--- src/rtl/gnn_pkg.sv ---
// Shared types, width helpers and default parameters for the GNN layer engine.
package gnn_pkg;

  typedef enum logic [2:0] {
    IDLE,
    L1,
    RELU,
    L2,
    OUT
  } state_t;

  localparam int unsigned DEF_N_IN   = 4;
  localparam int unsigned DEF_N_HID  = 4;
  localparam int unsigned DEF_N_OUT  = 2;
  localparam int unsigned DEF_X_W    = 7;
  localparam int unsigned DEF_W_W    = 5;
  localparam int unsigned DEF_AGGR_W = 17;

  // Full-precision width of an n-term sum of a_w x b_w signed products.
  function automatic int unsigned hid_w(input int unsigned x_w, input int unsigned w_w,
                                        input int unsigned n_in);
    return x_w + w_w + int'($clog2(n_in));
  endfunction

  function automatic int unsigned out_w(input int unsigned aggr_w, input int unsigned w_w,
                                        input int unsigned n_hid);
    return aggr_w + w_w + int'($clog2(n_hid));
  endfunction

  // Reduction counter width, never narrower than one bit.
  function automatic int unsigned cnt_w(input int unsigned a, input int unsigned b);
    int unsigned m;
    m = (a > b) ? a : b;
    return (m > 1) ? int'($clog2(m)) : 1;
  endfunction

endpackage

--- src/rtl/gnn_mac_lane.sv ---
// Signed multiply-accumulate lane with synchronous clear and enable.
module gnn_mac_lane #(
  parameter int unsigned A_W   = 7,
  parameter int unsigned B_W   = 5,
  parameter int unsigned ACC_W = 14
) (
  input  logic                    clk,
  input  logic                    rst,
  input  logic                    clr,
  input  logic                    en,
  input  logic signed [A_W-1:0]   a,
  input  logic signed [B_W-1:0]   b,
  output logic signed [ACC_W-1:0] acc_nxt_c
);

  localparam int unsigned P_W = A_W + B_W;

  logic signed [P_W-1:0]   prod;
  logic signed [ACC_W-1:0] acc_q;

  assign prod      = a * b;
  // Sum including the current term, so the owner can register the final value on the last step.
  assign acc_nxt_c = acc_q + ACC_W'(prod);

  always_ff @(posedge clk or posedge rst) begin
    if (rst) begin
      acc_q <= '0;
    end else if (clr) begin
      acc_q <= '0;
    end else if (en) begin
      acc_q <= acc_nxt_c;
    end
  end

endmodule

--- src/rtl/gnn_layer_engine.sv ---
// Time-multiplexed two-layer GNN engine: ReLU hidden layer, external aggregation
// (or local bypass), then a linear output layer, with MACs serialised over the reduction index.
module gnn_layer_engine
  import gnn_pkg::*;
#(
  parameter int unsigned N_IN   = DEF_N_IN,
  parameter int unsigned N_HID  = DEF_N_HID,
  parameter int unsigned N_OUT  = DEF_N_OUT,
  parameter int unsigned X_W    = DEF_X_W,
  parameter int unsigned W_W    = DEF_W_W,
  parameter int unsigned AGGR_W = DEF_AGGR_W,
  localparam int unsigned HID_W = hid_w(X_W, W_W, N_IN),
  localparam int unsigned OUT_W = out_w(AGGR_W, W_W, N_HID)
) (
  input  logic                      clk,
  input  logic                      rst,
  input  logic                      in_valid,
  output logic                      in_ready,
  input  logic [N_IN*X_W-1:0]       x,
  input  logic [N_IN*N_HID*W_W-1:0] w1,
  input  logic [N_HID*N_OUT*W_W-1:0] w2,
  input  logic                      bypass_aggr,
  output logic                      relu_valid,
  output logic [N_HID*HID_W-1:0]    relu_data,
  input  logic                      aggr_valid,
  output logic                      aggr_ready,
  input  logic [N_HID*AGGR_W-1:0]   aggr_data,
  output logic                      out_valid,
  input  logic                      out_ready,
  output logic [N_OUT*OUT_W-1:0]    out_data
);

  localparam int unsigned K_W = cnt_w(N_IN, N_HID);

  state_t                   state_q, state_d;
  logic [K_W-1:0]           k_q;
  logic                     bypass_q;
  logic [N_IN*X_W-1:0]      x_q;
  logic signed [AGGR_W-1:0] a_q [N_HID];

  logic in_fire;
  logic clr1, en1, clr2, en2, ld_relu, ld_a, ld_out, k_clr;
  logic last1, last2;

  logic signed [X_W-1:0]    l1_a;
  logic signed [W_W-1:0]    l1_b [N_HID];
  logic signed [HID_W-1:0]  acc1_nxt [N_HID];
  logic signed [AGGR_W-1:0] l2_a;
  logic signed [W_W-1:0]    l2_b [N_OUT];
  logic signed [OUT_W-1:0]  acc2_nxt [N_OUT];
  logic [N_HID*HID_W-1:0]   relu_nxt;
  logic [N_OUT*OUT_W-1:0]   out_nxt;

  assign in_fire = in_valid && (state_q == IDLE);
  assign last1   = (k_q == K_W'(N_IN - 1));
  assign last2   = (k_q == K_W'(N_HID - 1));

  // Next-state and datapath control.
  always_comb begin
    state_d = state_q;
    clr1    = 1'b0;
    en1     = 1'b0;
    clr2    = 1'b0;
    en2     = 1'b0;
    ld_relu = 1'b0;
    ld_a    = 1'b0;
    ld_out  = 1'b0;
    k_clr   = 1'b0;
    unique case (state_q)
      IDLE: begin
        if (in_valid) begin
          state_d = L1;
          clr1    = 1'b1;
          clr2    = 1'b1;
          k_clr   = 1'b1;
        end
      end
      L1: begin
        en1 = 1'b1;
        if (last1) begin
          state_d = RELU;
          ld_relu = 1'b1;
          k_clr   = 1'b1;
        end
      end
      RELU: begin
        if (bypass_q || aggr_valid) begin
          state_d = L2;
          ld_a    = 1'b1;
          clr2    = 1'b1;
          k_clr   = 1'b1;
        end
      end
      L2: begin
        en2 = 1'b1;
        if (last2) begin
          state_d = OUT;
          ld_out  = 1'b1;
          k_clr   = 1'b1;
        end
      end
      OUT: begin
        if (out_ready) state_d = IDLE;
      end
      default: state_d = IDLE;
    endcase
  end

  // State register; strobes are registered from the next state so they track it exactly.
  always_ff @(posedge clk or posedge rst) begin
    if (rst) begin
      state_q    <= IDLE;
      in_ready   <= 1'b1;
      relu_valid <= 1'b0;
      aggr_ready <= 1'b0;
      out_valid  <= 1'b0;
    end else begin
      state_q    <= state_d;
      in_ready   <= (state_d == IDLE);
      relu_valid <= (state_d == RELU);
      aggr_ready <= (state_d == RELU) && !bypass_q;
      out_valid  <= (state_d == OUT);
    end
  end

  // Operand selection for the current reduction step.
  always_comb begin
    l1_a = x_q[int'(k_q)*X_W +: X_W];
    l2_a = a_q[k_q];
    for (int h = 0; h < N_HID; h++) begin
      l1_b[h] = w1[(int'(k_q)*N_HID + h)*W_W +: W_W];
    end
    for (int o = 0; o < N_OUT; o++) begin
      l2_b[o] = w2[(int'(k_q)*N_OUT + o)*W_W +: W_W];
    end
  end

  for (genvar h = 0; h < N_HID; h++) begin : g_l1
    gnn_mac_lane #(.A_W(X_W), .B_W(W_W), .ACC_W(HID_W)) u_lane (
      .clk       (clk),
      .rst       (rst),
      .clr       (clr1),
      .en        (en1),
      .a         (l1_a),
      .b         (l1_b[h]),
      .acc_nxt_c (acc1_nxt[h])
    );
  end

  for (genvar o = 0; o < N_OUT; o++) begin : g_l2
    gnn_mac_lane #(.A_W(AGGR_W), .B_W(W_W), .ACC_W(OUT_W)) u_lane (
      .clk       (clk),
      .rst       (rst),
      .clr       (clr2),
      .en        (en2),
      .a         (l2_a),
      .b         (l2_b[o]),
      .acc_nxt_c (acc2_nxt[o])
    );
  end

  always_comb begin
    relu_nxt = '0;
    out_nxt  = '0;
    for (int h = 0; h < N_HID; h++) begin
      relu_nxt[h*HID_W +: HID_W] = acc1_nxt[h][HID_W-1] ? '0 : acc1_nxt[h];
    end
    for (int o = 0; o < N_OUT; o++) begin
      out_nxt[o*OUT_W +: OUT_W] = acc2_nxt[o];
    end
  end

  // Captured operands, reduction counter and held result registers.
  always_ff @(posedge clk or posedge rst) begin
    if (rst) begin
      k_q       <= '0;
      bypass_q  <= 1'b0;
      x_q       <= '0;
      relu_data <= '0;
      out_data  <= '0;
      for (int h = 0; h < N_HID; h++) a_q[h] <= '0;
    end else begin
      if (k_clr) begin
        k_q <= '0;
      end else if (en1 || en2) begin
        k_q <= k_q + K_W'(1);
      end
      if (in_fire) begin
        x_q      <= x;
        bypass_q <= bypass_aggr;
      end
      if (ld_relu) relu_data <= relu_nxt;
      if (ld_a) begin
        for (int h = 0; h < N_HID; h++) begin
          a_q[h] <= bypass_q ? AGGR_W'($signed(relu_data[h*HID_W +: HID_W]))
                             : aggr_data[h*AGGR_W +: AGGR_W];
        end
      end
      if (ld_out) out_data <= out_nxt;
    end
  end

endmodule

--- config.mk ---
export PLATFORM = sky130hd
export DESIGN_NAME = gnn_layer_engine
export DESIGN_NICKNAME = d
export VERILOG_FILES = /design/src/rtl/gnn_pkg.sv /design/src/rtl/gnn_mac_lane.sv /design/src/rtl/gnn_layer_engine.sv
export SDC_FILE = /design/constraint.sdc
export NUM_CORES = 2
export LEC_CHECK = 0
export ABC_AREA = 1
export BUFFER_PORTS_ARGS = -buffer_cell sky130_fd_sc_hd__buf_2
export CAP_MARGIN = 10
export CORE_MARGIN = 5
export CORE_UTILIZATION = 25
export CTS_CLUSTER_DIAMETER = 40
export DETAILED_ROUTE_END_ITERATION = 8
export PLACE_DENSITY = 0.41
export SLEW_MARGIN = 20
export SYNTH_ARGS = -nofsm -noshare
export SYNTH_HDL_FRONTEND = slang
export SYNTH_HIERARCHICAL = 1
export SYNTH_SLANG_ARGS = --single-unit
export TNS_END_PERCENT = 10
--- constraint.sdc ---
create_clock -name clk -period 11.9 [get_ports clk]
set_input_delay 1.19 -clock clk [delete_from_list [all_inputs] [get_ports clk]]
set_output_delay 1.19 -clock clk [all_outputs]
set_load 0.05 [all_outputs]
# Word level (Yosys, flattened, before mapping)
# Index checks and enable logic that the tools add are counted.
# classes
addsub,11
n_mul,13
magnitude_cmp,1
n_eq_ne,7
shifts,7
mux,42
n_bitwise,1
reduce_logical,11
# op_table
operator,n
80-bit by 9-bit variable part select with 5-bit output,3
14-bit two-way mux,8
17-bit two-way mux,6
24-bit two-way mux,4
80-bit by 8-bit variable part select with 5-bit output,1
14-bit by 12-bit adder with 14-bit output,4
13-bit two-way mux,4
24-bit by 22-bit adder with 24-bit output,2
7-bit by 5-bit multiplier with 12-bit output,4
17-bit by 5-bit multiplier with 22-bit output,2
40-bit by 7-bit variable part select with 5-bit output,1
40-bit by 8-bit variable part select with 5-bit output,1
17-bit binary-select mux with 2-bit select,1
28-bit by 6-bit variable part select with 7-bit output,1
"5-bit by 3-bit multiplier with 8-bit output, second input constant",3
"2-bit by 3-bit multiplier with 5-bit output, second input constant",3
3-bit two-way mux,5
3-bit one-hot mux with 5 select lines,1
"4-bit by 2-bit adder with 5-bit output, second input constant",2
"3-bit by 2-bit == test with 1-bit output, second input constant",3
1-bit two-way mux,9
"4-bit by 3-bit multiplier with 7-bit output, second input constant",1
"3-bit == test, second input constant",2
3-bit logical NOT,2
15 further kinds,20
# word_totals
reg_bits,314
inputBits,222
out_inout_bits,108

# Depth between registers and ports, before layout
# depth
depth_word,8
mapped_depth,30
ltp_nobuf,26

# Cells and area by module
# Netlist, hierarchy kept.
# by_module_without_submodules
mod,n_inst,cells_per_inst,area_per_inst_um2,seq_area_each_um2
gnn_layer_engine,1,1274,9983.3,5156.2
gnn_mac_lane at g_l2[1].u_lane,1,735,5278.8,600.6
gnn_mac_lane at g_l2[0].u_lane,1,712,5192.5,600.6
gnn_mac_lane at g_l1[2].u_lane ...,2,318,2541.2,350.3
gnn_mac_lane at g_l1[0].u_lane,1,327,2586.2,350.3
gnn_mac_lane at g_l1[1].u_lane,1,328,2536.2,350.3

# Worst setup path before layout
# Ideal clock, no wire load.
# synth_path
kind,register to register
from,register k_q[0]
to,register relu_data[46]
setup_time_ps,83
t_arrival_ps,5612
required_time_ps,11817
slack_ps,6205
path_stages_with_launch,25
n_path_buf,4
synth_period_minus_slack_ps,5695
path_cell_list,dfrtp_1 -> buf_2 -> inv_2 -> buf_2 -> buf_2 -> nor2_1 -> o22ai_1 -> nand2_1 -> fa_1 -> inv_1 -> fa_1 -> fa_1 -> ha_1 -> ha_1 -> a21oi_1 -> nand2_1 -> nand2_1 -> nand3_2 -> inv_2 -> nand2_1 -> and2_1 -> inv_1 -> clkbuf_1 -> nand2_1 -> o21ai_0
# synth_lines
item,line_no,text
"start, declared",gnn_layer_engine.sv:36,logic [K_W-1:0] k_q;
"start signal, assigned",gnn_layer_engine.sv:186,k_q <= k_q + K_W'(1);
"end signal, assigned",gnn_layer_engine.sv:192,if (ld_relu) relu_data <= relu_nxt;
"end, declared",gnn_layer_engine.sv:24,"output logic [N_HID*HID_W-1:0] relu_data,"

==> impl_metrics.py <==
metrics = {
    "place": {
        "hpwl_mm": 88.6,
        "globalplace.congestion": 0.858,
        "numPortBuffers": 325,
    },
    "clocking": {
        "cts_hold_buf": 0,
        "clkLatencyLatePin_ns": 0.65,
        "clock_path_buffers": 3,
        "clkTransAtPathRegs_ns": 0.05,
        "root_buffer": "clkbuf_16",
        "cts_tree": "built",
        "cts_sinks": 310,
        "htreeDepth": 3,
        "cts_inserted_buffers": 81,
        "post_cts_resized": 0,
        "postCtsSetupBuffers": 0,
    },
    "critical_path": {
        "crit_required_ns": 12.44,
        "cp-start-kind": "register",
        "r2r-start": "k_q[0]$_DFFE_PP0P_",
        "cp_data_arrival_time_ns": 7.61,
        "reg2reg_to": "relu_data[19]$_DFFE_PP0P_",
        "r2r_cells": 23,
        "crit_fanout": 58,
        "endpoint_kind": "register",
        "rrSetupSlack_ns": 4.83,
        "critPathKind": "reg -> reg",
    },
    "floorplan": {
        "core_area_um2": 122000,
        "io_pins": 330,
        "die_h_um": 360,
        "rows": 128,
        "fp.dieArea_um2": 130000,
        "die_w_um": 360,
        "start_util": 0.252,
    },
    "global_routing": {
        "grt_pass1_wl_mm": 172,
        "antenna_found_initial": 8,
        "grt_max_degree": 105,
        "track_usage": 0.173,
        "grt_pass1_vias": 27800,
        "grt-ovfl-total": 0,
    },
    "synthesis": {
        "ys_seq_area_frac": 0.253,
        "synthCells": 4012,
        "synthArstFlopShare": 1.00,
        "syn_area_per_cell_um2": 7.64,
        "yosys_warnings": 6,
        "ys.flop_type": "dfrtp_1",
        "yosysUniqueCellTypes": 50,
        "syn_area_um2": 30700,
        "ys_ff_latch": 310,
        "synth_edf_count": 0,
    },
    "finish": {
        "fill_cells": 13200,
        "drive_above_1_share": 0.150,
        "final_common_cell": "nand2_1",
        "areaGrowthSynthToFinish_pct": 20.7,
        "final_cell_mix": "1092 x nand2_1, 771 x inv_1, 325 x buf_2",
        "nets": 5094,
    },
    "sta": {
        "hold_violations": 0,
        "post-route-period-util": 0.594,
        "setup_violations": 0,
        "fin_crit_ns": 7.07,
        "skew_ns": 0.0282,
        "tightest_slew_ns": 1.11,
        "rsz0062_at_grt": "false",
        "fmax_ghz": 0.141,
        "slew_headroom": 0.262,
        "slew_viol_final": 0,
        "tns_ns": 0,
    },
    "drt": {
        "vias_per_cell": 4.43,
        "drc": 0,
        "antenna_left": 0,
        "first_iter_violations": 1553,
        "drt-total-wl_mm": 113,
        "via_count": 26800,
        "wl_per_cell_um": 18.8,
        "first_pass_iters": 7,
    },
    "min_path": {
        "hold_depth": 2,
        "hp-start": "out_data[40]$_DFFE_PP0P_",
        "min_to": "out_data[40]$_DFFE_PP0P_",
        "hold_class": "reg -> reg",
    },
    "job": {
        "maxCapViolCount": 0,
    },
    "outcome": {
        "status": "finished, final reports clean",
    },
}
## Yosys cell counts (2+ instances only)
| library cell | n | area (um2) |
|---|---|---|
| a21oi_2 | 10 | 87.6 |
| buf_1 | 6 | 22.5 |
| or2_2 | 14 | 87.6 |
| buf_4 | 13 | 97.6 |
| nor2_1 | 248 | 931 |
| nand4_1 | 13 | 81.3 |
| or2_0 | 2 | 12.5 |
| xnor2_1 | 5 | 43.8 |
| o21bai_1 | 11 | 82.6 |
| clkbuf_1 | 84 | 315 |
| and2_2 | 2 | 15.0 |
| buf_6 | 4 | 45.0 |
| ha_1 | 215 | 2690 |
| inv_2 | 8 | 30.0 |
| buf_2 | 30 | 150 |
| a22o_1 | 26 | 228 |
| o22ai_1 | 58 | 363 |
| nand3_2 | 20 | 200 |
| or2_1 | 8 | 50.1 |
| nor4_1 | 4 | 25.0 |
| nor2_2 | 17 | 106 |
| a21oi_1 | 44 | 220 |
| and2_1 | 41 | 257 |
| xor2_1 | 23 | 201 |
| fa_1 | 314 | 6290 |
| and2_4 | 4 | 35.0 |
| nand3b_1 | 18 | 135 |
| nand2_2 | 21 | 131 |
| o21ai_1 | 31 | 155 |
| inv_1 | 772 | 2900 |
| dfrtp_1 | 309 | 7730 |
| clkinv_1 | 10 | 37.5 |
| nor3_2 | 3 | 30.0 |
| nor2_4 | 2 | 22.5 |
| xor2_2 | 2 | 32.5 |
| a21o_1 | 5 | 37.5 |
| o21ai_2 | 2 | 17.5 |
| o21ai_0 | 283 | 1420 |
| nand2_1 | 1092 | 4100 |
| clkinv_2 | 2 | 10.0 |
| nand3_1 | 227 | 1140 |
## how the worst max path moves through the flow
| stage | slack, ns | endpoint | cells after the start | start |
|---|---|---|---|---|
| 6_report | 4.83 | relu_data[19]$_DFFE_PP0P_ | 23 | k_q[0]$_DFFE_PP0P_ |
| 4_1_cts | 4.76 | relu_data[19]$_DFFE_PP0P_ | 23 | k_q[0]$_DFFE_PP0P_ |
| 5_1_grt | 4.29 | relu_data[52]$_DFFE_PP0P_ | 23 | k_q[0]$_DFFE_PP0P_ |
| 3_3_place_gp | 4.94 | relu_data[16]$_DFFE_PP0P_ | 23 | k_q[0]$_DFFE_PP0P_ |
| 2_1_floorplan | 5.09 | a_q[0]$_DFFE_PP0P_ | 1 | rst |
| 3_5_place_dp | 4.82 | relu_data[19]$_DFFE_PP0P_ | 20 | k_q[0]$_DFFE_PP0P_ |
## kinds of logic after synthesis
| kind of cell | after synthesis | synth area share |
|---|---|---|
| AO/OA/AOI/OAI | 472 | 0.0857 |
| other | 1 | 0.000122 |
| adder cells (fa/ha/maj) | 529 | 0.293 |
| flip-flops | 310 | 0.253 |
| AND/OR/NAND/NOR | 1740 | 0.241 |
| buffers and inverters | 930 | 0.118 |
| XOR/XNOR | 30 | 0.00906 |
## routing by layer
layer,track usage,vias to the layer above,routed length [um]
li1,-,13000,-
met1,0.243,12900,53900
met2,0.272,656,50300
met3,0.0315,157,5740
met4,0.0505,2,3230
met5,0,-,9
## worst max-delay path, cell delays in order, from the launching register on
cell     delay, ns
dfrtp_4       0.63
inv_4         0.51
buf_4         0.57
o21ai_0       0.15
o22ai_1       0.66
nand2_1       0.46
inv_1         0.31
fa_1          0.48
fa_1          0.48
fa_1          0.50
ha_1          0.32
ha_1          0.37
nand2_1       0.12
nand2_1       0.06
nand2_1       0.06
nand2_1       0.04
nand2_1       0.06
nand3_1       0.09
inv_1         0.07
nand2_1       0.06
and2_1        0.13
inv_1         0.40
nand3_1       0.19
o21ai_0       0.14
## sequential cells by signal, summed over array words and instances (netlist names)
signal	flops
a_q	68
aggr_ready	1
bypass_q	1
g_l1.u_lane/acc_q	56
g_l2.u_lane/acc_q	48
in_ready	1
k_q	2
out_data	48
out_valid	1
relu_data	52
relu_valid	1
state_q	3
x_q	28
## metrics by stage
step	util	cell area, um2	hold WS (ns)	std cells	setup slack, ns
floorplan	-	30700	0.444	4015	5.09
global placement	0.281	34300	0.452	5885	4.94
detailed placement	0.281	34300	0.454	5885	4.82
CTS	0.304	37000	0.466	6033	4.76
global route	0.304	37000	0.472	6035	4.29
finish	0.304	37000	0.461	6036	4.83
## final cells by class
type                       count  area [um2]  area share
multi-input combinational   2775       19400       0.525
inverter                     793        2990      0.0808
clock buffer                  96        2150      0.0582
antenna                        3        7.51    0.000203
timing repair buffer         382        2050      0.0555
tap                         1625        2030      0.0549
clock inverter                52         582      0.0157
sequential                   310        7770       0.210
Power is left out: the tool's default activity adds up to more than one toggle a clock period on the data nets, which glitch-free logic cannot reach.
